File: config.mk
export PLATFORM = sky130hd
export DESIGN_NAME = key_debouncer_flat
export DESIGN_NICKNAME = d
export VERILOG_FILES = /design/src/rtl/key_debouncer_pkg.sv /design/src/rtl/key_debouncer_if.sv /design/src/rtl/key_debouncer_sync_2ff.sv /design/src/rtl/key_debouncer.sv /design/src/flat_wrapper.sv
export SDC_FILE = /design/constraint.sdc
export NUM_CORES = 1
export LEC_CHECK = 0
export CAP_MARGIN = 25
export CORE_MARGIN = 3
export CORE_UTILIZATION = 25
export DETAILED_ROUTE_END_ITERATION = 8
export GPL_ROUTABILITY_DRIVEN = 1
export PLACE_DENSITY_LB_ADDON = 0.2
export SLEW_MARGIN = 20
export SYNTH_ARGS = -nofsm -noshare
export SYNTH_HDL_FRONTEND = slang
export SYNTH_SLANG_ARGS = --single-unit
File: constraint.sdc
create_clock -name CLK -period 2.3 [get_ports CLK]
set_clock_uncertainty 0.15 [all_clocks]
set_input_delay 0.46 -clock CLK [delete_from_list [all_inputs] [get_ports CLK]]
set_output_delay 0.46 -clock CLK [all_outputs]
set_load 0.1 [all_outputs]
File: src/rtl/key_debouncer_pkg.sv
// Shared types and default timing constants for the push-button debouncer.
package key_pkg;

  // Debounce FSM encoding; the top keeps plain 2-bit constants derived from it.
  typedef enum logic [1:0] {
    RELEASED    = 2'd0,
    PRESS_CHK   = 2'd1,
    PRESSED     = 2'd2,
    RELEASE_CHK = 2'd3
  } key_state_t;

  // 10 ms settle window and 1 s long-press threshold at the 27 MHz board clock.
  localparam int KEY_STABLE_CYCLES_DFLT = 270000;
  localparam int KEY_LONG_CYCLES_DFLT   = 27000000;
  localparam int KEY_CNT_W_DFLT         = 25;

endpackage

File: src/rtl/key_debouncer_if.sv
// Button-side bundle: raw active-low input in, cleaned level and pulses out.
interface key_debouncer_if;

  logic iKEYn;     // raw button, 0 = pressed, asynchronous to the clock
  logic oKEY;      // debounced level, 1 = pressed
  logic oPRESS;    // one-cycle pulse on accepted press
  logic oRELEASE;  // one-cycle pulse on accepted release
  logic oLONG;     // one-cycle pulse once per press at the hold threshold

  // Driver of the raw key (board model or bench).
  modport master (
    output iKEYn,
    input  oKEY,
    input  oPRESS,
    input  oRELEASE,
    input  oLONG
  );

  // The debouncer itself.
  modport slave (
    input  iKEYn,
    output oKEY,
    output oPRESS,
    output oRELEASE,
    output oLONG
  );

endinterface

File: src/rtl/key_debouncer_sync_2ff.sv
// Two-flop synchronizer for a single asynchronous board input.
module sync_2ff #(
  parameter logic RST_VAL = 1'b1
) (
  input  logic clk,
  input  logic rst,
  input  logic i_d,
  output logic o_q
);

  logic r_meta;
  logic r_sync;

  // Capture the async input and give the first stage a full cycle to settle.
  always_ff @(posedge clk or posedge rst) begin
    if (rst) begin
      r_meta <= RST_VAL;
      r_sync <= RST_VAL;
    end else begin
      r_meta <= i_d;
      r_sync <= r_meta;
    end
  end

  assign o_q = r_sync;

endmodule

File: src/rtl/key_debouncer.sv
// Push-button debouncer: synchronizes an active-low key, confirms each level
// change over STABLE_CYCLES samples, and emits press/release/long-press pulses.
module key_debouncer
  import key_pkg::*;
#(
  parameter int STABLE_CYCLES = KEY_STABLE_CYCLES_DFLT,
  parameter int LONG_CYCLES   = KEY_LONG_CYCLES_DFLT,
  parameter int CNT_W         = KEY_CNT_W_DFLT
) (
  input  logic     CLK,
  input  logic     RESET,
  key_debouncer_if.slave bus
);

  localparam logic [1:0] ST_RELEASED    = RELEASED;
  localparam logic [1:0] ST_PRESS_CHK   = PRESS_CHK;
  localparam logic [1:0] ST_PRESSED     = PRESSED;
  localparam logic [1:0] ST_RELEASE_CHK = RELEASE_CHK;

  // Terminal counts; both fit in CNT_W bits because the limits are <= 2^CNT_W.
  localparam logic [CNT_W-1:0] STABLE_LAST = CNT_W'(STABLE_CYCLES - 1);
  localparam logic [CNT_W-1:0] LONG_LAST   = CNT_W'(LONG_CYCLES - 1);

  logic             w_sync_q;
  logic             w_s;
  logic [1:0]       r_state;
  logic [1:0]       w_state_nxt;
  logic [CNT_W-1:0] r_cnt;
  logic [CNT_W-1:0] w_cnt_nxt;
  logic [CNT_W-1:0] r_hcnt;
  logic             r_long_done;
  logic             w_press;
  logic             w_release;
  logic             w_holding;
  logic             w_long;
  logic             r_key;
  logic             r_press;
  logic             r_release;
  logic             r_long;

  // Released level is 1 on the raw pin, so the synchronizer resets to 1.
  sync_2ff #(
    .RST_VAL (1'b1)
  ) u_sync (
    .clk (CLK),
    .rst (RESET),
    .i_d (bus.iKEYn),
    .o_q (w_sync_q)
  );

  assign w_s = ~w_sync_q;

  // Next-state and stable-counter logic; cnt restarts on every CHK entry so it
  // never exceeds STABLE_LAST and cannot wrap.
  always_comb begin
    w_state_nxt = r_state;
    w_cnt_nxt   = r_cnt;
    w_press     = 1'b0;
    w_release   = 1'b0;
    case (r_state)
      ST_RELEASED: begin
        if (w_s) begin
          w_state_nxt = ST_PRESS_CHK;
          w_cnt_nxt   = '0;
        end
      end
      ST_PRESS_CHK: begin
        if (!w_s) begin
          w_state_nxt = ST_RELEASED;
        end else if (r_cnt == STABLE_LAST) begin
          w_state_nxt = ST_PRESSED;
          w_press     = 1'b1;
        end else begin
          w_cnt_nxt = r_cnt + CNT_W'(1);
        end
      end
      ST_PRESSED: begin
        if (!w_s) begin
          w_state_nxt = ST_RELEASE_CHK;
          w_cnt_nxt   = '0;
        end
      end
      ST_RELEASE_CHK: begin
        if (w_s) begin
          w_state_nxt = ST_PRESSED;
        end else if (r_cnt == STABLE_LAST) begin
          w_state_nxt = ST_RELEASED;
          w_release   = 1'b1;
        end else begin
          w_cnt_nxt = r_cnt + CNT_W'(1);
        end
      end
      default: begin
        w_state_nxt = ST_RELEASED;
        w_cnt_nxt   = '0;
      end
    endcase
  end

  // The hold timer keeps running through a release bounce, so the key counts
  // as held in both PRESSED and RELEASE_CHK.
  assign w_holding = (r_state == ST_PRESSED) || (r_state == ST_RELEASE_CHK);
  assign w_long    = w_holding && (r_hcnt == LONG_LAST) && !r_long_done;

  // FSM state and stable counter.
  always_ff @(posedge CLK or posedge RESET) begin
    if (RESET) begin
      r_state <= ST_RELEASED;
      r_cnt   <= '0;
    end else begin
      r_state <= w_state_nxt;
      r_cnt   <= w_cnt_nxt;
    end
  end

  // Hold counter saturates at the threshold; long-done limits oLONG to once per press.
  always_ff @(posedge CLK or posedge RESET) begin
    if (RESET) begin
      r_hcnt      <= '0;
      r_long_done <= 1'b0;
    end else if (w_press) begin
      r_hcnt      <= '0;
      r_long_done <= 1'b0;
    end else begin
      if (w_holding && (r_hcnt != LONG_LAST)) begin
        r_hcnt <= r_hcnt + CNT_W'(1);
      end
      if (w_long) begin
        r_long_done <= 1'b1;
      end
    end
  end

  // Registered outputs; the level follows the next state so it lines up with the pulses.
  always_ff @(posedge CLK or posedge RESET) begin
    if (RESET) begin
      r_key     <= 1'b0;
      r_press   <= 1'b0;
      r_release <= 1'b0;
      r_long    <= 1'b0;
    end else begin
      r_key     <= (w_state_nxt == ST_PRESSED) || (w_state_nxt == ST_RELEASE_CHK);
      r_press   <= w_press;
      r_release <= w_release;
      r_long    <= w_long;
    end
  end

  assign bus.oKEY     = r_key;
  assign bus.oPRESS   = r_press;
  assign bus.oRELEASE = r_release;
  assign bus.oLONG    = r_long;

endmodule

File: src/flat_wrapper.sv
// flat-port wrapper written by rule: the top's interface ports become plain ports
module key_debouncer_flat import key_pkg::*;
#(
  parameter int STABLE_CYCLES = KEY_STABLE_CYCLES_DFLT,
  parameter int LONG_CYCLES   = KEY_LONG_CYCLES_DFLT,
  parameter int CNT_W         = KEY_CNT_W_DFLT
)
  (CLK, RESET, bus_iKEYn, bus_oKEY, bus_oPRESS, bus_oRELEASE, bus_oLONG);
  key_debouncer_if bus_i ();
  input  logic CLK;
  input  logic RESET;
  input wire logic [$bits(bus_i.iKEYn)-1:0] bus_iKEYn;
  output wire logic [$bits(bus_i.oKEY)-1:0] bus_oKEY;
  output wire logic [$bits(bus_i.oPRESS)-1:0] bus_oPRESS;
  output wire logic [$bits(bus_i.oRELEASE)-1:0] bus_oRELEASE;
  output wire logic [$bits(bus_i.oLONG)-1:0] bus_oLONG;
  assign bus_i.iKEYn = bus_iKEYn;
  assign bus_oKEY = bus_i.oKEY;
  assign bus_oPRESS = bus_i.oPRESS;
  assign bus_oRELEASE = bus_i.oRELEASE;
  assign bus_oLONG = bus_i.oLONG;
  key_debouncer #(.STABLE_CYCLES(STABLE_CYCLES), .LONG_CYCLES(LONG_CYCLES), .CNT_W(CNT_W)) u_core (.CLK(CLK), .RESET(RESET), .bus(bus_i));
endmodule
==> flow_summary.toml, run 1 <==
[sta]
finalSetupViolations = 0
min_period_over_period = 0.963
period_minus_slack_ns = 2.22
fmax_mhz = 451
maxSlewViolCount = 0
rsz0062_at_grt = "no"
setup_slack_ns = 0.0846
fin_setup_tns_ns = 0
tightest_slew_ns = 0.567
slew_headroom = 0.621
hold_violations = 0

[clock_network]
h-tree-depth = 3
numCtsBuffers = 9
holdBufCountCts = 0
post_cts_buffers = 0
clk_path_buf_depth = 2
path_clk_slew_ns = 0.05
tritoncts = "yes"
clock-sinks = 59
clock_latency_ns = 0.32
cts-root-buf = "clkbuf_16"

[yosys]
ys_warn_count = 0
synth_edf_count = 0
yosysUniqueCellTypes = 46
syn_nets = 344
synthArstFlopShare = 1.00
syn_inst = 339
syn-cell-area_mm2 = 0.00314
synth.avg_cell_area_um2 = 9.26
synth_seq_cells = 59
yosysSeqAreaShare = 0.471
synthFlopType = "dfrtp_1"

[grt]
antenna_found_initial = 0
grt_max_degree = 60
track_usage = 0.117
grt-ovfl-total = 0
grt_pass1_wl_mm = 13.3
grt_pass1_vias = 2622

[drt]
wire_per_inst_um = 14.2
first_pass_iters = 4
route.vias.total = 2655
viasPerCell = 4.82
drt-initial-drc-count = 147
drc = 0
drtAntennaViolNets = 0
drt_wl_total_mm = 7.82

[worst_setup_path]
crit_slowest_cell = "or4_4"
crit_path_cell_trace = "or3b_2, or4_4, o31ai_4, o211ai_1, o31ai_1"
crit_required_ns = 2.38
cp_top_family = "simple AND/OR/NAND/NOR gates"
critical-path-max-stage-delay_ns = 0.59
worstSetupEndpointType = "flip-flop"
cp_num_buf_inv = 0
crit_type = "reg -> reg"
critPathArrivalTime_ns = 2.29
crit_fanout = 4
cp-start-kind = "flip-flop"

[floorplan]
rows = 40
die-height_um = 118
dieWidth_um = 118
dieArea_mm2 = 0.0139
initial_core_util = 0.258
io_pins = 7
coreArea_mm2 = 0.0122

[cells_and_area]
nets = 383
area_growth_pct = 25.0
drive_gt1_frac = 0.193
diodes = 0
final_cells = 551
finalInstanceArea_mm2 = 0.00393

[placement]
dpl.hpwl_mm = 5.29
gp_congestion = 0.793
dp_slack_ns = 0.0785
io_buffer_count = 6
dpl_cell_area_mm2 = 0.00363
dp_cells = 535

[power]
p_comb_frac = 0.032
clkPwrFrac = 0.538
swShare = 0.218
p_leak_nw = 1.66
pwr-share-seq = 0.430
p_int_w = 0.00194
vdd_drop_max_mv = 0.338
powerDensity_mw_per_mm2 = 630
p_switching_w = 0.000538

[run_status]
status = "completed"

[min_path]
hold_path_class = "reg -> reg"

[run]
maxCapViolCount = 0
[cells in the final DEF, fill, tap and decap left out, types with 10 or more instances in the layout]
cell,count
a21oi_1,11
buf_4,35
dfrtp_1,57
nand2_1,30
nand3_1,25
nand4_1,21
nor2_1,42
o21ai_0,11
o21ai_1,10
o31ai_1,10
xor2_1,15
[stage by stage]
stage               hold slack [ns]  total power (W)   util
floorplan                     0.195          0.00113      -
global placement              0.199          0.00116  0.298
detailed placement            0.199          0.00116  0.298
CTS                           0.205          0.00252  0.322
global route                  0.204          0.00258  0.323
finish                        0.206          0.00247  0.323
[cells by family (layout without fill, tap and decap cells)]
group | count (synthesis) | count (layout) | synth area share
and+or+nand+nor | 167 | 167 | 0.291
AOI/OAI and AO/OA | 63 | 63 | 0.128
DFF | 59 | 59 | 0.471
xor gates and xnor gates | 24 | 24 | 0.0669
buffers and inverters | 22 | 66 | 0.0283
adders and majority gates | 2 | 2 | 0.00797
muxes | 2 | 2 | 0.00637
[final cells by class]
cell class / count / area (um2)
fillers: 1279 / 8240
multi-input cells: 258 / 1580
flip-flops and latches: 59 / 1480
repair buffers: 39 / 323
clock buffers: 11 / 243
well taps: 168 / 210
clock inverters: 5 / 52.6
inverters: 11 / 41.3
[timing repair]
| item | 4_1_cts | 5_1_grt |
|---|---|---|
| resized for setup | 0 | 1 |
| endpoints found under the hold margin | 0 | 0 |
| endpoints found under the setup margin | 0 | 2 |
[metal layers]
metal / vias to the layer above / routed length [um] / global-route usage
li1: 1313 / - / -
met1: 1280 / 3600 / 0.149
met2: 51 / 3840 / 0.193
met3: 11 / 275 / 0.0341
met4: 0 / 97 / 0.0359
met5: - / 0 / 0
[flip-flops by register name, indices dropped and copies added, names as in the netlist]
name	flops
u_core.r_state	2
u_core.u_sync.o_q	1
u_core.bus.oRELEASE	1
u_core.r_cnt	25
u_core.bus.oLONG	1
u_core.bus.oPRESS	1
u_core.u_sync.r_meta	1
u_core.r_long_done	1
u_core.bus.oKEY	1
u_core.r_hcnt	25
[cells in the mapped netlist (2+ instances only)]
master	number	share of area
a21o_1	6	0.014
a21oi_1	11	0.018
a31oi_1	6	0.012
and2_1	2	0.0040
and3_1	5	0.010
buf_1	2	0.0024
buf_2	2	0.0032
clkbuf_1	6	0.0072
dfrtp_1	57	0.45
dfstp_2	2	0.017
ha_1	2	0.0080
inv_1	10	0.012
mux2i_1	2	0.0064
nand2_1	30	0.036
nand2b_1	2	0.0040
nand3_1	25	0.040
nand4_1	21	0.042
nor2_1	42	0.050
nor3_1	8	0.013
nor3_4	2	0.010
nor4_1	8	0.016
nor4_2	3	0.012
o211ai_1	3	0.0072
o21ai_0	11	0.018
o21ai_1	10	0.016
o31ai_1	10	0.024
o41ai_1	3	0.0084
or2_2	4	0.0080
or3b_2	2	0.0056
or4_1	2	0.0048
or4_4	2	0.0072
or4b_1	2	0.0064
xnor2_1	9	0.025
xor2_1	15	0.042
[final timing paths]
kind,startpoint,end,slack [ns],depth (start not counted)
setup / recovery,u_core.r_hcnt[21]$_DFFE_PP0P_,u_core.r_hcnt[4]$_DFFE_PP0P_,0.08,5
hold reg to reg,u_core.u_sync.r_meta$_DFF_PP1_,u_core.u_sync.o_q$_DFF_PP1_,0.21,0
hold / removal,u_core.u_sync.r_meta$_DFF_PP1_,u_core.u_sync.o_q$_DFF_PP1_,0.21,0
max in group asynchronous,RESET,u_core.u_sync.o_q$_DFF_PP1_,1.31,3
setup reg to reg,u_core.r_hcnt[21]$_DFFE_PP0P_,u_core.r_hcnt[4]$_DFFE_PP0P_,0.08,5
min in group asynchronous,RESET,u_core.bus.oLONG$_DFF_PP0_,0.38,3
[power by group through the flow]
| stage | clock network (W) | logic, W | registers [W] |
|---|---|---|---|
| 6_report | 0.00133 | 0.0000792 | 0.00106 |
| 5_1_grt | 0.00142 | 0.0000920 | 0.00106 |
| 4_1_cts | 0.00138 | 0.0000820 | 0.00106 |
| 3_5_place_dp | 0 | 0.0000816 | 0.00108 |
| 3_3_place_gp | 0 | 0.0000812 | 0.00108 |
| 2_1_floorplan | 0 | 0.0000507 | 0.00108 |
Note: power is estimated with default switching activity, not from simulation.
==> run 2, diff against run 1 <==
--- a/config.mk
+++ b/config.mk
@@ -6,6 +6,7 @@
 export NUM_CORES = 1
 export LEC_CHECK = 0
 export CAP_MARGIN = 25
+export CORE_ASPECT_RATIO = 0.6
 export CORE_MARGIN = 3
 export CORE_UTILIZATION = 25
 export DETAILED_ROUTE_END_ITERATION = 8
==> constraint.sdc (replaced) <==
create_clock -name CLK -period 1.95 [get_ports CLK]
set_clock_uncertainty 0.15 [all_clocks]
set_input_delay 0.39 -clock CLK [delete_from_list [all_inputs] [get_ports CLK]]
set_output_delay 0.39 -clock CLK [all_outputs]
set_load 0.1 [all_outputs]
==> run 2 against run 1 <==
Effect of this change:
- the run now ends with negative setup slack left
- final area grew 26%
- critical path type unchanged
- critical endpoint is now u_core.r_hcnt[1]$_DFFE_PP0P_
- die area grew 0.31%
- clock power grew 20%
- sequential cell count is the same
- global-route usage grew 2.6 points
- largest cell class unchanged
- largest power group unchanged
- utilization grew 8.3 points
==> flow_summary.toml, run 2 (same netlist as run 1, synthesis figures left out) <==
[run_status]
status = "finished with violations"
violations = "negative setup slack"

[power]
p_leak_nw = 2.10
power_w = 0.00304
clkPwrFrac = 0.527
p_switching_w = 0.000664
swShare = 0.218
vdd_drop_max_mv = 0.336
p_int_w = 0.00238
pwr-share-seq = 0.412
p_comb_frac = 0.061
powerDensity_mw_per_mm2 = 616

[drt]
route.vias.total = 2998
wire_per_inst_um = 15.9
drc = 0
drt-initial-drc-count = 231
drtAntennaViolNets = 0
viasPerCell = 4.87
first_pass_iters = 5
drt_wl_total_mm = 9.75

[sta]
maxSlewViolCount = 0
finalSetupViolations = 47
setup_slack_ns = -0.259
min_period_over_period = 1.13
period_minus_slack_ns = 2.21
rsz0062_at_grt = "yes"
fin_setup_tns_ns = -7.14
tightest_slew_ns = 0.556
fmax_mhz = 453
hold_violations = 0
slew_headroom = 0.629

[worst_setup_path]
crit_start = "u_core.r_hcnt[8]$_DFFE_PP0P_"
crit_path_cell_trace = "or4b_1, or4_4, nor3_4, a21o_1, o2bb2ai_1"
r2r_slack_ns = -0.26
critPathArrivalTime_ns = 2.31
worstSetupEndpointType = "flip-flop"
cp-endpoint = "u_core.r_hcnt[1]$_DFFE_PP0P_"
crit_fanout = 5
crit_required_ns = 2.05
crit_type = "reg -> reg"
r2r_cells = 5
crit_slowest_cell = "or4_4"
r2r_start = "u_core.r_hcnt[8]$_DFFE_PP0P_"
cp-start-kind = "flip-flop"
critical-path-max-stage-delay_ns = 0.57
r2r-end = "u_core.r_hcnt[1]$_DFFE_PP0P_"

[cells_and_area]
fillers = 1194
layout_commonest_cell = "buf_4"
drive_gt1_frac = 0.422
diodes = 0
area_growth_pct = 57.3
nets = 450
reg.largest.list = "u_core.r_cnt (25), u_core.r_hcnt (25), u_core.r_state (2)"
final_cell_mix = "80 x buf_4, 57 x dfrtp_1, 30 x nand2_1"

[grt]
track_usage = 0.144
grt_pass1_vias = 2806
grt_max_degree = 36
grt_pass1_wl_mm = 15.5
antenna_found_initial = 0
grt-ovfl-total = 0

[clock_network]
cts-root-buf = "clkbuf_16"
clk_path_buf_depth = 2
path_clk_slew_ns = 0.05
h-tree-depth = 3
clock-sinks = 59
numCtsBuffers = 9
tritoncts = "yes"
clock_latency_ns = 0.33
holdBufCountCts = 0

[placement]
io_buffer_count = 6
gp_congestion = 0.839
dpl.hpwl_mm = 6.58

[min_path]
hold_path_class = "reg -> reg"

[floorplan]
rows = 31
dieArea_mm2 = 0.0140
die-height_um = 92.8
io_pins = 7
dieWidth_um = 151
initial_core_util = 0.258
coreArea_mm2 = 0.0122

[run]
maxCapViolCount = 0
==> run 2: changes by cell type in the layout (fill, tap and decap cells not counted), sizes merged <==
cell and delta:
inv -2, nand2 +1, buf +64, clkbuf +5
clkinv -1
==> run 2: cell type report <==
| class | instances | area [um2] | share of cell area |
|---|---|---|---|
| multi-input cells | 259 | 1930 | 0.391 |
| flip-flops and latches | 59 | 1480 | 0.299 |
| well taps | 165 | 206 | 0.0418 |
| inverters | 11 | 50.0 | 0.0101 |
| repair buffers | 105 | 972 | 0.197 |
| clock inverters | 2 | 35.0 | 0.00709 |
| clock buffers | 14 | 264 | 0.0534 |
==> run 2: what timing repair did <==
item                                    in CTS  in global routing
endpoints found under the setup margin      46                 57
setup buffers                                6                 12
pin swaps                                   11                 16
cloned                                       1                  2
gates resized for setup                     24                 52
endpoints found under the hold margin        0                  0
==> run 2: critical path, delay by kind of cell (launching register included) <==
| kind | cells | cell delay (ns) |
|---|---|---|
| DFF | 1 | 0.37 |
| and+or+nand+nor | 3 | 1.32 |
| AOI/OAI and AO/OA | 2 | 0.28 |
==> run 2: routing by layer <==
layer,wire [um],up-vias,track usage
met5,0,-,0
met4,56,0,0.0287
met3,626,6,0.0469
met2,3780,79,0.170
met1,5290,1460,0.240
li1,-,1453,-
==> run 2: stage by stage <==
step                      worst slack (ns)  cells  area, um2  hold slack, ns  utilization
after detailed placement            -0.220    580       4150           0.199        0.340
final                               -0.259    615       4940           0.206        0.406
after floorplan                     -0.199    339       3250           0.195            -
after global routing                -0.372    615       4940           0.211        0.406
after CTS                           -0.244    603       4610           0.207        0.378
after global placement              -0.198    580       4150           0.199        0.340
==> run 2: worst min-delay path by stage <==
stage | from | to | cells past startpoint
floorplan | u_core.u_sync.r_meta$_DFF_PP1_ | u_core.u_sync.o_q$_DFF_PP1_ | 0
global placement | u_core.u_sync.r_meta$_DFF_PP1_ | u_core.u_sync.o_q$_DFF_PP1_ | 0
detailed placement | u_core.u_sync.r_meta$_DFF_PP1_ | u_core.u_sync.o_q$_DFF_PP1_ | 0
CTS | u_core.u_sync.r_meta$_DFF_PP1_ | u_core.u_sync.o_q$_DFF_PP1_ | 0
global route | u_core.u_sync.r_meta$_DFF_PP1_ | u_core.u_sync.o_q$_DFF_PP1_ | 0
finish | u_core.u_sync.r_meta$_DFF_PP1_ | u_core.u_sync.o_q$_DFF_PP1_ | 0
==> run 2: power groups by stage <==
stage	combinational, W	sequential [W]	clock, W
2_1_floorplan	0.0000714	0.00128	0
3_3_place_gp	0.000142	0.00127	0
3_5_place_dp	0.000143	0.00127	0
4_1_cts	0.000165	0.00125	0.00164
5_1_grt	0.000202	0.00125	0.00170
6_report	0.000185	0.00125	0.00160
